--- config.mk ---
export PLATFORM = sky130hd
export DESIGN_NAME = gesture_key_filter_flat
export DESIGN_NICKNAME = d
export VERILOG_FILES = /design/src/rtl/gesture_key_filter_if.sv /design/src/rtl/gesture_key_filter.sv /design/src/flat_wrapper.sv
export SDC_FILE = /design/constraint.sdc
export NUM_CORES = 1
export LEC_CHECK = 0
export CORE_UTILIZATION = 35
export DETAILED_ROUTE_END_ITERATION = 8
export GPL_ROUTABILITY_DRIVEN = 0
export GPL_TIMING_DRIVEN = 1
export REMOVE_ABC_BUFFERS = 1
export SLEW_MARGIN = 25
export SYNTH_ARGS = -nofsm -noshare
export SYNTH_HDL_FRONTEND = slang
export SYNTH_SLANG_ARGS = --single-unit
--- constraint.sdc ---
create_clock -name clk_in -period 1.9 [get_ports clk_in]
set_input_delay 0.38 -clock clk_in [delete_from_list [all_inputs] [get_ports clk_in]]
set_output_delay 0.38 -clock clk_in [all_outputs]
set_load 0.02 [all_outputs]
--- src/rtl/gesture_key_filter_if.sv ---
// Frame-rate key handshake between the gesture front end (master) and the key filter (slave).
interface gesture_key_filter_if;
  logic       valid_in;
  logic [1:0] key_in;
  logic       active_in;
  logic [1:0] key_out;
  logic       key_valid_out;
  logic       held_out;
  logic [1:0] state_out;

  modport master (
    output valid_in, key_in, active_in,
    input  key_out, key_valid_out, held_out, state_out
  );

  modport slave (
    input  valid_in, key_in, active_in,
    output key_out, key_valid_out, held_out, state_out
  );
endinterface

--- src/rtl/gesture_key_filter.sv ---
// Debounces a per-frame gesture direction into single-cycle press and auto-repeat events,
// with a release window so one sustained gesture never counts as two presses.
module gesture_key_filter #(
  parameter int unsigned STABLE_FRAMES  = 4,
  parameter int unsigned REPEAT_FRAMES  = 15,
  parameter int unsigned RELEASE_FRAMES = 2
) (
  input  logic                 clk_in,
  input  logic                 rst_in,
  gesture_key_filter_if.slave  bus
);

  localparam int unsigned CNT_W  = 6;
  localparam int unsigned RCNT_W = 4;
  localparam logic [CNT_W-1:0] CNT_MAX = '1;

  typedef enum logic [1:0] {
    IDLE    = 2'b00,
    ARMING  = 2'b01,
    LOCKED  = 2'b10,
    RELEASE = 2'b11
  } state_e;

  state_e            state_q, state_d;
  logic [CNT_W-1:0]  cnt_q, cnt_d;
  logic [RCNT_W-1:0] rcnt_q, rcnt_d;
  logic [1:0]        cand_q, cand_d;
  logic [1:0]        key_q, key_d;
  logic              kv_q, kv_d;
  logic              held_q, held_d;

  logic [CNT_W:0]    cnt_inc;
  logic [RCNT_W:0]   rcnt_inc;
  logic [CNT_W-1:0]  cnt_sat;
  logic              same_key;
  logic              fire;

  assign cnt_inc  = (CNT_W+1)'(cnt_q) + (CNT_W+1)'(1);
  assign rcnt_inc = (RCNT_W+1)'(rcnt_q) + (RCNT_W+1)'(1);
  assign cnt_sat  = (cnt_q == CNT_MAX) ? cnt_q : cnt_q + CNT_W'(1);
  assign same_key = (bus.key_in == cand_q);

  // Next-state decode; only frame strobes advance the machine, the pulse always self-clears.
  always_comb begin
    state_d = state_q;
    cnt_d   = cnt_q;
    rcnt_d  = rcnt_q;
    cand_d  = cand_q;
    fire    = 1'b0;
    if (bus.valid_in) begin
      unique case (state_q)
        IDLE: begin
          if (bus.active_in) begin
            cand_d = bus.key_in;
            cnt_d  = CNT_W'(1);
            if (STABLE_FRAMES == 1) begin
              state_d = LOCKED;
              cnt_d   = '0;
              fire    = 1'b1;
            end else begin
              state_d = ARMING;
            end
          end
        end
        ARMING: begin
          if (!bus.active_in) begin
            state_d = IDLE;
            cnt_d   = '0;
          end else if (same_key) begin
            if (cnt_inc == (CNT_W+1)'(STABLE_FRAMES)) begin
              state_d = LOCKED;
              cnt_d   = '0;
              fire    = 1'b1;
            end else begin
              cnt_d = cnt_sat;
            end
          end else begin
            cand_d = bus.key_in;
            cnt_d  = CNT_W'(1);
          end
        end
        LOCKED: begin
          if (bus.active_in && same_key) begin
            if (REPEAT_FRAMES != 0) begin
              if (cnt_inc == (CNT_W+1)'(REPEAT_FRAMES)) begin
                cnt_d = '0;
                fire  = 1'b1;
              end else begin
                cnt_d = cnt_sat;
              end
            end
          end else if (bus.active_in) begin
            // Direction change while held: force a release before a new key can arm.
            state_d = RELEASE;
            rcnt_d  = '0;
            cnt_d   = '0;
          end else begin
            cnt_d = '0;
            if (RELEASE_FRAMES == 1) begin
              state_d = IDLE;
              rcnt_d  = '0;
            end else begin
              state_d = RELEASE;
              rcnt_d  = RCNT_W'(1);
            end
          end
        end
        RELEASE: begin
          if (bus.active_in) begin
            rcnt_d = '0;
          end else if (rcnt_inc == (RCNT_W+1)'(RELEASE_FRAMES)) begin
            state_d = IDLE;
            rcnt_d  = '0;
          end else begin
            rcnt_d = rcnt_q + RCNT_W'(1);
          end
        end
        default: state_d = IDLE;
      endcase
    end
  end

  // Output decode lands in registers alongside the state.
  always_comb begin
    key_d  = fire ? cand_d : key_q;
    kv_d   = fire;
    held_d = (state_d == LOCKED);
  end

  always_ff @(posedge clk_in) begin
    if (rst_in) begin
      state_q <= IDLE;
      cnt_q   <= '0;
      rcnt_q  <= '0;
      cand_q  <= '0;
      key_q   <= '0;
      kv_q    <= 1'b0;
      held_q  <= 1'b0;
    end else begin
      state_q <= state_d;
      cnt_q   <= cnt_d;
      rcnt_q  <= rcnt_d;
      cand_q  <= cand_d;
      key_q   <= key_d;
      kv_q    <= kv_d;
      held_q  <= held_d;
    end
  end

  assign bus.key_out       = key_q;
  assign bus.key_valid_out = kv_q;
  assign bus.held_out      = held_q;
  assign bus.state_out     = state_q;

endmodule

--- src/flat_wrapper.sv ---
// flat-port wrapper written by rule: the top's interface ports become plain ports
module gesture_key_filter_flat 
#(
  parameter int unsigned STABLE_FRAMES  = 4,
  parameter int unsigned REPEAT_FRAMES  = 15,
  parameter int unsigned RELEASE_FRAMES = 2
)
  (clk_in, rst_in, bus_valid_in, bus_key_in, bus_active_in, bus_key_out, bus_key_valid_out, bus_held_out, bus_state_out);
  gesture_key_filter_if bus_i ();
  input  logic clk_in;
  input  logic rst_in;
  input wire logic [$bits(bus_i.valid_in)-1:0] bus_valid_in;
  input wire logic [$bits(bus_i.key_in)-1:0] bus_key_in;
  input wire logic [$bits(bus_i.active_in)-1:0] bus_active_in;
  output wire logic [$bits(bus_i.key_out)-1:0] bus_key_out;
  output wire logic [$bits(bus_i.key_valid_out)-1:0] bus_key_valid_out;
  output wire logic [$bits(bus_i.held_out)-1:0] bus_held_out;
  output wire logic [$bits(bus_i.state_out)-1:0] bus_state_out;
  assign bus_i.valid_in = bus_valid_in;
  assign bus_i.key_in = bus_key_in;
  assign bus_i.active_in = bus_active_in;
  assign bus_key_out = bus_i.key_out;
  assign bus_key_valid_out = bus_i.key_valid_out;
  assign bus_held_out = bus_i.held_out;
  assign bus_state_out = bus_i.state_out;
  gesture_key_filter #(.STABLE_FRAMES(STABLE_FRAMES), .REPEAT_FRAMES(REPEAT_FRAMES), .RELEASE_FRAMES(RELEASE_FRAMES)) u_core (.clk_in(clk_in), .rst_in(rst_in), .bus(bus_i));
endmodule
==> impl_summary.log, run 1 <==
[metrics] detailed-route vias per instance: 5.362
[metrics] count of buffers from port buffering: 11
[metrics] Syn Std Cell Area: 1167 sq um
[metrics] largest delay contributor family on the critical path: compound AO/OA/AOI/OAI gates
[metrics] Post-Syn Instances: approximately 150
[metrics] number of max-slew violations in the final report: 0
[metrics] number of enable-type register cells in the synthesized netlist: 0
[metrics] Highest Clock Rate: 533.0 MHz
[metrics] Ys Warns: 0
[metrics] Avg Cell Area, Syn: 7.996 sq um
[metrics] Reg2Reg Setup Slack: 0.02 ns
[metrics] vertical extent of the die: 59.75 um
[metrics] outcome: finished, final reports clean
[metrics] Antenna Diode Count: 0
[metrics] Bufs on Longest Clock Path: 2
[metrics] setup repair after global routing missed its margin: true
[metrics] count of nets left with antenna violations after detail routing: 0
[metrics] Cell Pwr Density: 488.6 nW/um^2
[metrics] die area: 3570 sq um
[metrics] Hold Vio Cnt, Final: 0
[metrics] number of CTS-inserted buffers: 3
[metrics] GR Util All Layers: 17.31%
[metrics] Cells on Worst Hold Path: 2
[metrics] Worst EP required: 2.09 ns
[metrics] max-cap check violation count: 0
[metrics] setup bufs post-CTS: 0
[metrics] logic depth of the worst path, buffers included: 7
[metrics] Clock Latency Late Sink: 0.30 ns
[metrics] cell-by-cell listing of the critical path: ha_4, and4_4, a21oi_2, a2111o_1, o21ai_2, nand3_2, mux2_1
[metrics] effective utilization at floorplan: 37.62%
[metrics] distinct cell type count after synthesis: 38
[metrics] buffer and inverter count on the worst path: 0
[metrics] post-synth top area share: 30.87%
[metrics] half-perimeter wire length after detailed placement: 2140 um
[metrics] crit path launch type: flop
[metrics] nets: 192
[metrics] fraction of final layout cells with drive strength greater than 1: 23.73%
[metrics] number of H-tree levels: 1
[metrics] placeable core area: 3103 sq um
[metrics] Top FF cell, synth: dfxtp_1
[metrics] share of async-settable or async-resettable flops after synthesis: 0%
[metrics] Final WS setup: 0.02366 ns
[metrics] initial detailed-routing violation count: just under 60
[metrics] Final Skew: 0.006029 ns
[metrics] relative slew slack: between 70 and 80%
[metrics] arrival time of data at the critical path endpoint: 2.07 ns
[metrics] setup TNS after final layout: 0 ns
[metrics] clock tree from TritonCTS: yes
[metrics] initial antenna violation count: 0
[metrics] total via count in the routed design: 1185
[metrics] Worst R2R Path Depth: 7
[metrics] synth top area cells: dfxtp_1 31%, ha_1 8.6%, a21oi_1 7.7%, nor2_1 4.8%, nand3b_1 3.2%
[metrics] drt total wl: 2835 um
[metrics] flip-flop and latch count after synthesis: 18
[metrics] dominant cell type by area after synthesis: dfxtp_1
[metrics] launching element of the worst setup path: u_core.cnt_q[1]
[metrics] first-pass GRT wire length: 4616 um
[metrics] number of clock sinks seen by CTS: 18
[metrics] count of unresolved DRC violations after routing: 0
[metrics] RR Endpoint: u_core.bus.key_out[1]
[metrics] crit share post-route: 98.75%
[metrics] number of hold-repair buffers added at the cts stage: 0
[metrics] GRT overflow: 0
[metrics] pin count of the biggest net entering global routing: 11
[metrics] worst hold path type: flop to flop
[metrics] Clk Tree Root Cell: clkbuf_4
[metrics] minimum period implied by the final worst setup slack: 1.876 ns
[metrics] Std-Cell Rows: 20
[metrics] worst setup path class: flop to flop
[metrics] worst ir drop on vdd: 0.0003484 V
[metrics] post-synthesis sequential area ratio: 30.87%
[metrics] Static Leakage: between 0.0006 and 0.0007 uW
[metrics] reg-to-reg critical path startpoint: u_core.cnt_q[1]
[metrics] Worst Max-Slew Pin Slew: around 0.36 ns
[metrics] I/O pin count: 12
[metrics] commonest cells in the synthesized netlist: 18 x a21oi_1, 18 x dfxtp_1, 15 x nor2_1, 8 x ha_1, 8 x nand2_1
[metrics] DIE WIDTH: 59.75 um
[metrics] number of search-and-repair iterations in the first detailed-routing pass: 4
[metrics] critical path endpoint category: flop
[metrics] slowest stage cell on the critical path: dfxtp_2
[metrics] Layout area overhead: 33.23%
[metrics] dpl ws: -0.3215 ns
[metrics] final routed wire length divided by cell count: about 13 um
[metrics] clock transition time at the flip-flop clock pins of the worst setup and hold paths: about 0.1 ns
[metrics] longest individual stage delay on the worst path: ~0.37 ns
[metrics] number of global-route vias before repair: 1060
[metrics] crit path max fanout: 5
[metrics] final setup vio count: 0
[metrics] CP endpoint: u_core.bus.key_out[1]
[stage by stage]
step                std cells  util (%)  hold slack (ns)  power (uW)  cell area [sq um]
global placement          217     47.06           0.5192       517.4               1460
floorplan                 142         -           0.4491       452.9               1145
detailed placement        217     47.06           0.5430       520.0               1460
CTS                       221     48.75           0.5610       765.9               1513
global route              221     50.12           0.5981       799.9               1555
finish                    221     50.12           0.5561       759.9               1555
[power by group]
part	total (uW)	switching, uW	internal, uW
combinational	130	68.2	61.6
sequential	391	6.59	385
clock	239	122	117
total	760	197	563
[cells by family after synthesis]
logic type / Yosys count / synth area share (%)
adders and majority gates: 8 / 8.575
xor gates and xnor gates: 2 / 1.501
AOI/OAI and AO/OA: 43 / 22.61
buffers and inverters: 10 / 3.858
muxes: 5 / 4.502
DFF: 18 / 30.87
and+or+nand+nor: 60 / 28.08
[worst min path at each step]
| stage | startpoint | to | slack, ns |
|---|---|---|---|
| floorplan | rst_in | u_core.cnt_q[0] | 0.45 |
| global placement | u_core.rcnt_q[3] | u_core.rcnt_q[3] | 0.52 |
| detailed placement | u_core.cand_q[1] | u_core.cand_q[1] | 0.54 |
| CTS | u_core.cand_q[1] | u_core.cand_q[1] | 0.56 |
| global route | u_core.cand_q[1] | u_core.cand_q[1] | 0.60 |
| finish | u_core.rcnt_q[3] | u_core.rcnt_q[3] | 0.56 |
[sequential cells by signal, summed over array words and instances (netlist names)]
signal                    flops
u_core.cnt_q                  6
u_core.cand_q                 2
u_core.bus.state_out          2
u_core.bus.key_out            2
u_core.bus.key_valid_out      1
u_core.rcnt_q                 4
u_core.bus.held_out           1
[area by class of cell]
class                           instances  area [sq um]
Fill cell                             322          1548
Multi-Input combinational cell        118         808.3
Timing Repair Buffer                   31         266.5
Sequential cell                        18         366.6
Tap cell                               44         55.05
Clock buffer                            4         36.28
Inverter                                6         22.52
[worst reg2reg max path: stages (launching register included)]
cell,delay [ns]
dfxtp_2,0.37
ha_4,0.17
and4_4,0.23
a21oi_2,0.05
a2111o_1,0.35
o21ai_2,0.16
nand3_2,0.12
mux2_1,0.32
[cell usage in the layout, fill, tap and decap left out, types with 2 or more instances in the layout]
master / n
dfxtp_2: 5
o211ai_1: 2
nor2b_1: 4
o21ai_0: 7
ha_1: 7
nand3_1: 3
o21ai_1: 3
nand2b_1: 4
inv_1: 5
clkdlybuf4s50_1: 10
clkbuf_4: 3
dfxtp_1: 13
buf_4: 19
mux2i_1: 3
and3b_1: 3
nor3b_1: 2
nor2_1: 14
a21oi_1: 17
xor2_1: 2
nand3b_1: 5
and3_1: 5
nand2_1: 8
nor3_1: 6
[routing by layer]
layer / track usage, % / wire [um] / up-vias / part of all wire, %
li1: - / - / 591 / -
met1: 21.16 / 1247 / 563 / 44
met2: 29.21 / 1399 / 26 / 49
met3: 4.762 / 154 / 5 / 5.4
met4: 5.648 / 34 / 0 / 1.2
met5: 0 / 0 / - / 0
[what timing repair did]
item,4_1_cts,5_1_grt
endpoints found under the setup margin,2,7
pin swaps,2,1
gates resized for setup,6,13
gates cloned,0,0
No activity file was read; power rests on OpenSTA's default activity.
==> run 2, diff against run 1 <==
--- a/config.mk
+++ b/config.mk
@@ -5,7 +5,7 @@
 export SDC_FILE = /design/constraint.sdc
 export NUM_CORES = 1
 export LEC_CHECK = 0
-export CORE_UTILIZATION = 35
+export CORE_UTILIZATION = 32
 export DETAILED_ROUTE_END_ITERATION = 8
 export GPL_ROUTABILITY_DRIVEN = 0
 export GPL_TIMING_DRIVEN = 1
==> run 2 against run 1 <==
Clock power shrank 24%. Non-clock buffer count grew 3. Combinational power shrank 3%. Sequential power is essentially flat. Maximum frequency grew 0.40%. Sequential cell count is the same. First-iteration DRC count grew 8.5%. Cell area shrank 0.88%. Global-route usage shrank 2.1 points. Clock skew shrank 0.0021 ns. Critical path type unchanged.
==> impl_summary.log, run 2 (same netlist as run 1, synthesis figures left out) <==
[metrics] outcome: finished, final reports clean
[metrics] drt total wl: 2778 um (-2.0%)
[metrics] vertical extent of the die: 62.40 um (+4.4%)
[metrics] count of unresolved DRC violations after routing: 0 (unchanged)
[metrics] relative slew slack: 77.68% (+2.1 points)
[metrics] max-cap check violation count: 0 (unchanged)
[metrics] worst hold path type: flop to flop
[metrics] cell-by-cell listing of the critical path: ha_4, and4_1, a21oi_1, a2111o_1, o21ai_2, nand3_2, mux2_1
[metrics] total via count in the routed design: 1165 (-1.7%)
[metrics] setup repair after global routing missed its margin: true
[metrics] Static Leakage: 0.0006199 uW (-1.4%)
[metrics] placeable core area: 3416 sq um (+10%)
[metrics] Post-Place Cell Area: 1478 sq um (+1.2%)
[metrics] commonest cells after routing, fill and taps aside: 22 x buf_4, 18 x a21oi_1, 14 x nor2_1, 13 x dfxtp_1, 11 x clkdlybuf4s50_1
[metrics] GR Util All Layers: 15.18% (-2.1 points)
[metrics] Hold Vio Cnt, Final: 0 (unchanged)
[metrics] fillcell total: 357 (+11%)
[metrics] Worst Max-Slew Pin Slew: 0.3338 ns (-0.03080 ns)
[metrics] Layout area overhead: 32.05%
[metrics] half-perimeter wire length after detailed placement: 2186 um (+2.1%)
[metrics] I/O pin count: 12 (unchanged)
[metrics] number of search-and-repair iterations in the first detailed-routing pass: 4 (unchanged)
[metrics] detailed-route vias per instance: 5.178 (-3.4%)
[metrics] clock transition time at the flip-flop clock pins of the worst setup and hold paths: 0.09 ns (about the same)
[metrics] Clk Tree Root Cell: clkbuf_4
[metrics] number of clock sinks seen by CTS: 18 (unchanged)
[metrics] GRT overflow: 0 (unchanged)
[metrics] initial antenna violation count: 0 (unchanged)
[metrics] register containing the most flip-flops in the final layout: u_core.cnt_q
[metrics] crit path max fanout: 6 (+1)
[metrics] max reg flops: 6 (unchanged)
[metrics] placed insts: 221 (+1.8%)
[metrics] final non-filler cell total: 225 (+1.8%)
[metrics] Antenna Diode Count: 0 (unchanged)
[metrics] effective utilization at floorplan: 34.18% (-3.4 points)
[metrics] Final Skew: 0.003881 ns (-0.002148 ns)
[metrics] longest individual stage delay on the worst path: 0.37 ns (about the same)
[metrics] worst setup path class: flop to flop
[metrics] number of global-route vias before repair: 1136 (+7.2%)
[metrics] crit share post-route: 98.36% (-0.39 points)
[metrics] final routed wire length divided by cell count: 12.35 um (-3.8%)
[metrics] count of buffers from port buffering: 11 (unchanged)
[metrics] worst ir drop on vdd: 0.0004093 V (+17%)
[metrics] nets: 195 (+1.6%)
[metrics] worst hold slack after final layout: 0.5559 ns (-0.0001610 ns)
[metrics] critical path endpoint category: flop
[metrics] Top Registers: u_core.cnt_q: 6 flops, u_core.rcnt_q: 4 flops
[metrics] fraction of final layout cells with drive strength greater than 1: 21.79% (-1.9 points)
[metrics] area occupied by registers: 366.6 sq um (unchanged)
[metrics] Highest Clock Rate: 535.1 MHz (+0.40%)
[metrics] DIE WIDTH: 62.40 um (+4.4%)
[metrics] number of CTS-inserted buffers: 3 (unchanged)
[metrics] Clock Latency Late Sink: 0.29 ns (about the same)
[metrics] pin count of the biggest net entering global routing: 10 (-1)
[metrics] commonest non-fill, non-tap cell in the layout: buf_4
[metrics] crit path launch type: flop
[metrics] setup TNS after final layout: 0 ns (unchanged)
[metrics] count of nets left with antenna violations after detail routing: 0 (unchanged)
[metrics] number of H-tree levels: 1 (unchanged)
[metrics] number of max-slew violations in the final report: 0 (unchanged)
[metrics] die area: 3894 sq um (+9.1%)
[metrics] slowest stage cell on the critical path: dfxtp_2
[metrics] Bufs on Longest Clock Path: 2 (unchanged)
[metrics] arrival time of data at the critical path endpoint: 2.05 ns (-0.02 ns)
[metrics] Cell Pwr Density: 453.2 nW/um^2 (-7.2%)
[metrics] first-pass GRT wire length: 4774 um (+3.4%)
[metrics] Std-Cell Rows: 21 (+5.0%)
[metrics] clock tree from TritonCTS: yes
[metrics] area of the multi-input gates: 785.8 sq um (-2.8%)
[metrics] final instance area: 1541 sq um (-0.88%)
[metrics] number of hold-repair buffers added at the cts stage: 0 (unchanged)
[metrics] Worst EP required: 2.08 ns (about the same)
[metrics] initial detailed-routing violation count: 64 (+8.5%)
[metrics] final setup vio count: 0 (unchanged)
[metrics] minimum period implied by the final worst setup slack: 1.869 ns (-0.007416 ns)
## run 2: final cells by class
cell class / count / share of cell area [%]
flip-flops and latches: 18 / 23.78
multi-input cells: 118 / 50.97
well taps: 46 / 3.734
repair buffers: 34 / 18.59
clock buffers: 3 / 1.461
inverters: 6 / 1.461
## run 2: final timing paths
check	startpoint	endpoint	slack (ns)	cells after the start
setup / recovery	u_core.cnt_q[0]	u_core.bus.key_out[1]	0.03	7
hold / removal	u_core.rcnt_q[3]	u_core.rcnt_q[3]	0.56	2
setup reg to reg	u_core.cnt_q[0]	u_core.bus.key_out[1]	0.03	7
hold reg to reg	u_core.rcnt_q[3]	u_core.rcnt_q[3]	0.56	2
## run 2: critical path, delay by kind of cell (launching register included)
family          cells  cell delay, ns
mux                 1            0.32
compound gates      3            0.56
simple gates        2            0.34
flops               1            0.37
fa+ha+maj           1            0.17
## run 2: report_power, final
group	total, uW	internal [uW]	switching (uW)
clock	181	73.6	108
combinational	126	59.8	66.0
sequential	392	384	7.10
## run 2: timing repair
action	in CTS	in global routing
buffers inserted	0	1
setup endpoints to repair	5	7
pin swaps	3	0
gates resized for setup	4	9
## run 2: metal layers
metal,vias to the layer above,track usage [%],routed length (um)
met2,25,26.22,1334
met4,0,5.233,46
met3,6,3.285,111
li1,596,-,-
met1,538,18.45,1285
met5,-,0,0
## run 2: per-stage QoR
step	power, uW	worst slack (ns)	util [%]
floorplan	452.9	-0.07263	-
global placement	517.9	-0.2166	43.26
detailed placement	521.0	-0.2953	43.26
CTS	707.5	0.01615	44.36
global route	747.2	-0.05482	45.13
finish	698.6	0.03108	45.13
